<file path="src/rtl/led_pulse_stretcher.sv">
// led_pulse_stretcher
// Stretches single-cycle event pulses into human-visible LED flashes. Each
// accepted event shows ON_TICKS slow ticks of led_out high, followed by a
// mandatory OFF_TICKS low gap. A slow tick happens once per TICK_LIMIT+1
// clk cycles.
//
// Build option: define LED_PULSE_QUEUE_EN to let events that arrive while a
// flash is in progress wait in a counting queue of up to QUEUE_DEPTH entries.
// Without the macro there is no queue: pending is tied to 0, and such events
// are dropped with an overflow pulse.
//
// Reset is asynchronous and active-high. It discards the current event and
// every queued event.
module led_pulse_stretcher #(
    parameter int TICK_LIMIT  = 10,
    parameter int ON_TICKS    = 4,
    parameter int OFF_TICKS   = 4,
    parameter int QUEUE_DEPTH = 15
) (
    input  logic       clk,
    input  logic       rst,
    input  logic       pulse_in,
    output logic       led_out,
    output logic       busy,
    output logic [3:0] pending,
    output logic       overflow
);

    typedef enum logic [1:0] {
        ST_IDLE = 2'd0,
        ST_ON   = 2'd1,
        ST_GAP  = 2'd2
    } state_t;

    localparam logic [26:0] TICK_TERM = 27'(TICK_LIMIT);
    localparam logic [7:0]  ON_LAST   = 8'(ON_TICKS - 1);
    localparam logic [7:0]  OFF_LAST  = 8'(OFF_TICKS - 1);

    // Catch illegal parameter values at elaboration time.
    if (ON_TICKS < 1 || ON_TICKS > 255) begin : g_bad_on_ticks
        $error("led_pulse_stretcher: ON_TICKS must be 1..255");
    end
    if (OFF_TICKS < 1 || OFF_TICKS > 255) begin : g_bad_off_ticks
        $error("led_pulse_stretcher: OFF_TICKS must be 1..255");
    end
    if (QUEUE_DEPTH < 1 || QUEUE_DEPTH > 15) begin : g_bad_depth
        $error("led_pulse_stretcher: QUEUE_DEPTH must be 1..15");
    end
    if (TICK_LIMIT < 0 || TICK_LIMIT > 134217727) begin : g_bad_tick
        $error("led_pulse_stretcher: TICK_LIMIT must fit in 27 bits");
    end

    state_t      state_reg;
    state_t      state_next;
    logic [26:0] presc_reg;
    logic [26:0] presc_next;
    logic [7:0]  phase_reg;
    logic [7:0]  phase_next;
    logic        led_reg;
    logic        overflow_reg;
    logic        drop;

    logic        tick;
    logic        on_done;
    logic        gap_done;
    logic        has_pending;
    logic        dequeue;

    assign tick     = (presc_reg == TICK_TERM);
    assign on_done  = (state_reg == ST_ON)  && tick && (phase_reg == ON_LAST);
    assign gap_done = (state_reg == ST_GAP) && tick && (phase_reg == OFF_LAST);

`ifdef LED_PULSE_QUEUE_EN
    localparam logic [3:0] DEPTH = 4'(QUEUE_DEPTH);

    logic [3:0] pending_reg;
    logic [3:0] pending_next;
    logic       enqueue;

    assign has_pending = (pending_reg != 4'd0);
    // A queued event takes priority at the end of a gap.
    assign dequeue     = gap_done && has_pending;
    // A pulse on the gap-end cycle with an empty queue starts the next flash
    // directly, so only the other busy-time pulses go into the queue.
    assign enqueue     = pulse_in && (state_reg != ST_IDLE) &&
                         !(gap_done && !has_pending);

    // Queue occupancy: saturating up/down counter; enqueue and dequeue in
    // the same cycle cancel, even when the queue is full.
    always_comb begin
        pending_next = pending_reg;
        drop         = 1'b0;
        if (enqueue && dequeue) begin
            pending_next = pending_reg;
        end else if (enqueue) begin
            if (pending_reg < DEPTH) begin
                pending_next = pending_reg + 4'd1;
            end else begin
                drop = 1'b1;
            end
        end else if (dequeue) begin
            pending_next = pending_reg - 4'd1;
        end
    end

    // Queue occupancy register.
    always_ff @(posedge clk or posedge rst) begin
        if (rst) begin
            pending_reg <= 4'd0;
        end else begin
            pending_reg <= pending_next;
        end
    end

    assign pending = pending_reg;
`else
    assign has_pending = 1'b0;
    assign dequeue     = 1'b0;
    assign pending     = 4'd0;

    // No storage: any busy-time pulse that cannot start a flash is lost.
    always_comb begin
        drop = pulse_in && (state_reg != ST_IDLE) && !gap_done;
    end
`endif

    // Next-state logic for the IDLE / ON / GAP sequencer.
    always_comb begin
        state_next = state_reg;
        case (state_reg)
            ST_IDLE: begin
                if (pulse_in) begin
                    state_next = ST_ON;
                end
            end
            ST_ON: begin
                if (on_done) begin
                    state_next = ST_GAP;
                end
            end
            ST_GAP: begin
                if (gap_done) begin
                    if (dequeue || pulse_in) begin
                        state_next = ST_ON;
                    end else begin
                        state_next = ST_IDLE;
                    end
                end
            end
            default: begin
                state_next = ST_IDLE;
            end
        endcase
    end

    // Prescaler and phase counter. The prescaler idles at zero and wraps at
    // its terminal count. The phase counter restarts on each state change,
    // so every flash and every gap starts from a clean count.
    always_comb begin
        presc_next = presc_reg;
        phase_next = phase_reg;
        if (state_reg == ST_IDLE || tick) begin
            presc_next = 27'd0;
        end else begin
            presc_next = presc_reg + 27'd1;
        end
        if (state_next != state_reg) begin
            phase_next = 8'd0;
        end else if (tick) begin
            phase_next = phase_reg + 8'd1;
        end
    end

    // State, timing counters and registered outputs.
    always_ff @(posedge clk or posedge rst) begin
        if (rst) begin
            state_reg    <= ST_IDLE;
            presc_reg    <= 27'd0;
            phase_reg    <= 8'd0;
            led_reg      <= 1'b0;
            overflow_reg <= 1'b0;
        end else begin
            state_reg    <= state_next;
            presc_reg    <= presc_next;
            phase_reg    <= phase_next;
            led_reg      <= (state_next == ST_ON);
            overflow_reg <= drop;
        end
    end

    assign led_out  = led_reg;
    assign busy     = (state_reg != ST_IDLE);
    assign overflow = overflow_reg;

endmodule

</file>
<file path="config.mk">
export PLATFORM = sky130hd
export DESIGN_NAME = led_pulse_stretcher
export DESIGN_NICKNAME = d
export VERILOG_FILES = /design/src/rtl/led_pulse_stretcher.sv
export SDC_FILE = /design/constraint.sdc
export NUM_CORES = 1
export LEC_CHECK = 0
export ABC_AREA = 1
export ABC_CLOCK_PERIOD_IN_PS = 1700
export CELL_PAD_IN_SITES_DETAIL_PLACEMENT = 1
export CELL_PAD_IN_SITES_GLOBAL_PLACEMENT = 1
export CORE_MARGIN = 2
export CORE_UTILIZATION = 40
export CTS_CLUSTER_DIAMETER = 40
export DETAILED_ROUTE_END_ITERATION = 6
export GPL_TIMING_DRIVEN = 0
export HOLD_SLACK_MARGIN = 0.08
export PLACE_DENSITY = 0.82
export SYNTH_ARGS = -nofsm -noshare
export SYNTH_HDL_FRONTEND = slang
export SYNTH_SLANG_ARGS = --single-unit
export TNS_END_PERCENT = 5
</file>
<file path="constraint.sdc">
create_clock -name clk -period 1.7 [get_ports clk]
set_clock_uncertainty 0.2 [all_clocks]
set_input_delay 0.17 -clock clk [delete_from_list [all_inputs] [get_ports clk]]
set_output_delay 0.17 -clock clk [all_outputs]
set_load 0.005 [all_outputs]
</file>
# Word level (Yosys, flattened, before mapping)
# Index checks and enable logic that the tools add are counted.
[op_classes]
addsub = 2
eq_ne = 6
reduce_logical = 11
mux = 8
[ops]
columns = ["cell", "n"]
rows = [
  ["adder 27 x 1 -> 27 bit (second input constant)", 1],
  ["equality test 27 x 4 -> 1 bit (second input constant)", 1],
  ["two-way mux 27 bit", 1],
  ["two-way mux 8 bit", 2],
  ["adder 8 x 1 -> 8 bit (second input constant)", 1],
  ["equality test 8 x 2 -> 1 bit (second input constant)", 1],
  ["logical AND 1 bit", 6],
  ["two-way mux 2 bit", 3],
  ["one-hot mux 2 bit (3 select lines)", 1],
  ["equality test 2 x 1 -> 1 bit (second input constant)", 2],
  ["nonzero test 2 bit", 2],
  ["equality test 2 bit (second input constant)", 1],
  ["zero test 2 bit", 1],
  ["inequality test 2 bit", 1],
  ["zero test 1 bit", 1],
  ["logical OR 1 bit", 1],
  ["two-way mux 1 bit", 1],
]
[totals]
in_bits = 3
out_inout_bits = 7
register_bits = 39
word_cells = 32

# Depth between registers and ports, before layout
[logic_depth]
word_depth = 7
ltp_mapped = 12
depth_no_buf = 12

# Worst setup path before layout
# OpenSTA, ideal clock, no wires.
[synth_path]
path_type = "flip-flop to flip-flop"
startpoint = "register presc_reg[0]"
endpoint = "register phase_reg[6]"
period_less_slack_ns = 1.793
arrival_ns = 1.473
n_path_buf = 0
path_stages_with_launch = 12
setup_time_ns = 0.121
path_slack_ns = -0.093
t_required_ns = 1.379
path_cell_list = "dfrtp_1 -> inv_1 -> ha_1 -> nand2_1 -> nor2_1 -> nand3_2 -> nor2_4 -> nand2_2 -> nand3_1 -> nand3_1 -> nand2_2 -> nor2_1"
[synth_between]
elab_chain_len = 7
elab_cells_between_ends = 11
cone_classes = "eq/ne (2); mux (4); reduce/logical (5)"
[synth_rtl]
columns = ["element", "line_no", "text"]
rows = [
  ["from (decl)", "55", "logic [26:0] presc_reg;"],
  ["from (signal assigned)", "184", "presc_reg <= presc_next;"],
  ["equality test 27 x 4 -> 1 bit (*)", "69", "assign tick = (presc_reg == TICK_TERM);"],
  ["logical AND 1 bit, on equally long branches (2 in a row)", "71, 70", ""],
  ["two-way mux 2 bit, on equally long branches", "142, 137", ""],
  ["one-hot mux 2 bit (3 select lines)", "130", "case (state_reg)"],
  ["inequality test 2 bit", "167", "if (state_next != state_reg) begin"],
  ["two-way mux 8 bit / nonzero test 2 bit (equally long branches)", "n/a", ""],
  ["to (signal assigned)", "185", "phase_reg <= phase_next;"],
  ["to (decl)", "57", "logic [7:0] phase_reg;"],
]
# Mark *: on every way between the ends. The rest lies on a longest branch, timed or not.
# A chain may end at the register's enable or synchronous reset.

# Final worst setup path
[layout_path]
startpoint = "register presc_reg[1]"
endpoint = "register phase_reg[2]"
# The elaborated chain is that of the path after synthesis.

==> metrics.cfg <==
[flow_run]
drv_cap=0

[cells_and_area]
layout_commonest_cell=nor2_1
largest_reg_flops=27
drive_gt1_share_pct=24.5
finalInstanceArea_mm2=0.00304
antenna_cells=0
postLayoutCoreUtil_pct=52.2
area_growth_pct=27.7
fill_cells=743
nets=369
final_cell_mix=nor2_1 (59), nand2_1 (52), inv_1 (45)

[yosys]
seq_area_frac_synth_pct=41.1
yosysUniqueCellTypes=29
synthFlopType=dfrtp_1
async_flop_share_pct=100
syn-cell-area_mm2=0.00238
yosys_warnings=0
syn_avg_cell_area_um2=7.29
syn_inst=326
ys_ff_latch=39
synth_edf_count=0

[clocking]
cts_tree=built
clk_latency_ns=0.30
cts_buffer_depth=2
root_buffer=clkbuf_8
numClockSinks=39
clk_pin_slew_worst_paths_ns=0.08
h-tree-depth=2
holdBufCountCts=0
cts-buffers-inserted=5

[drt]
routedWlPerCell_um=16.4
vias=2285
wl_mm=7.19
drtPass1Iterations=4
viasPerCell=5.21
drcViolationCount=0
ant_nets=0
drt_iter0_drc=84

[global_routing]
grt_pass1_wl_mm=11.0
grt_use_total_pct=22.2
grt_overflow=0
antenna_found_initial=0
grt_pass1_vias=2298
grt_max_degree=40

[timing]
rsz0062_at_grt=yes
slew_headroom_pct=42.5
post-route-period-util_pct=117
slew_viol_final=0
max_freq_ghz=0.501
setup_viol=39
finalHoldViolations=0
worst_pin_slew_ns=0.862
post-route-min-period_ns=2.00
holdWs_ns=0.167
setup_slack_ns=-0.295

[critical_path]
crit_path_cell_trace=buf_6 -> ha_4 -> buf_4 -> buf_4 -> nand2_1 -> nor2_1 -> nand2_1 -> nor2_1 -> nand3_1 -> nand3_2 -> nand2_4 -> nor2_1
ff2ff_setup_slack_ns=-0.30
worstReg2RegEnd=phase_reg[2]$_DFFE_PP0P_
slowest_delay_ns=0.42
cp-start-kind=flop
critPathCaptureType=flop
critical_path.max_fanout=8
cp_common_cell=nor2_1
crit_arrival_ns=2.03
cp.required_ns=1.73
rr_worst_depth=12
r2r_start=presc_reg[1]$_DFF_PP0_
slowest_stage=dfrtp_1
crit_type=flop to flop

[placed_design]
hpwl_mm=4.29
place.gp.congestion=0.848
place.port_buffers=5
placed_cell_area_mm2=0.00253

[power_and_ir_drop]
p_leak_nw=1.44
power_density_mw_per_mm2=1100
peakVddDrop_uv=473
power.total_mw=3.33

[floorplanning]
start_util_pct=40.9
die_area_mm2=0.00658
core_mm2=0.00582
die_w_um=81.1
io_pins=10
rows=28
die_y_um=81.1

[status]
outcome=complete, but fails checks
violations=setup timing

[hold_path]
holdCritPathClass=input port to async pin

## power by group
group	internal (mW)	switching [mW]	total [mW]
Clock	0.587	0.340	0.927
Sequential	1.04	0.125	1.16
Combinational	0.585	0.655	1.24
Total	2.21	1.12	3.33
## how the worst max path moves through the flow
stage / from / endpoint / slack, ns / depth (start not counted)
after floorplan: presc_reg[0]$_DFF_PP0_ / phase_reg[6]$_DFFE_PP0P_ / -0.09 / 11
after global placement: rst / presc_reg[13]$_DFF_PP0_ / -0.50 / 2
after detailed placement: presc_reg[0]$_DFF_PP0_ / presc_reg[8]$_DFF_PP0_ / -0.45 / 10
after CTS: presc_reg[1]$_DFF_PP0_ / phase_reg[6]$_DFFE_PP0P_ / -0.26 / 12
after global routing: presc_reg[16]$_DFF_PP0_ / phase_reg[6]$_DFFE_PP0P_ / -0.44 / 11
final: presc_reg[1]$_DFF_PP0_ / phase_reg[2]$_DFFE_PP0P_ / -0.30 / 12
## metrics by stage
step                      instances  setup slack (ns)  TNS, ns
final                           439            -0.295    -7.34
after global routing            439            -0.442   -12.10
after CTS                       431            -0.259    -6.27
after detailed placement        409            -0.455   -13.40
after global placement          409            -0.495   -31.16
after floorplan                 329           -0.0932    -1.69
## synth_stat cells, types with 3 or more instances
master	n	area [um^2]
nand2_2	4	25.0
xor2_1	9	78.8
dfrtp_1	39	976
nand3_2	3	30.0
nor2_2	5	31.3
a211oi_1	4	30.0
nor3_1	15	75.1
inv_2	4	15.0
buf_4	5	37.5
nand2_1	55	206
ha_1	3	37.5
inv_1	47	176
o21ai_0	5	25.0
nor3_4	3	48.8
nand4_1	11	68.8
a21oi_1	10	50.1
nor2_1	69	259
nand3_1	20	100
## cells by family after synthesis
kind of cell	synth area share [%]
AO/OA/AOI/OAI	6.42
XOR/XNOR	3.68
adder cells (fa/ha/maj)	1.58
buffers and inverters	9.84
flip-flops	41.1
other	0.158
AND/OR/NAND/NOR	37.3
## cell type report
cell class | instances | area [um^2] | share of cell area (%)
multi-input cells | 233 | 1310 | 43.2
flip-flops and latches | 39 | 987 | 32.5
repair buffers | 27 | 263 | 8.65
inverters | 51 | 191 | 6.30
well taps | 75 | 93.8 | 3.09
clock buffers | 6 | 72.6 | 2.39
clock inverters | 2 | 60.1 | 1.98
plain buffers | 6 | 56.3 | 1.85
## worst max-delay path, delay by kind of cell, from the launching register on
family / cells / cell delay (ns)
DFF: 1 / 0.42
buffers and inverters: 3 / 0.33
and+or+nand+nor: 8 / 0.83
adders and majority gates: 1 / 0.15
## what timing repair did
action / 4_1_cts / 5_1_grt
gates cloned: 1 / 0
gates resized for setup: 28 / 24
setup endpoints to repair: 40 / 40
hold endpoints to repair: 0 / 0
pin swaps: 15 / 10
setup buffers: 13 / 8
## routing by layer
layer	GRT usage [%]	vias up	part of all wire, %
met1	26.7	1116	41
met3	4.22	25	3.3
li1	-	1101	-
met5	0	-	0
met4	9.83	0	3.7
met2	38.4	43	52
Power figures use the tool's default switching activity.
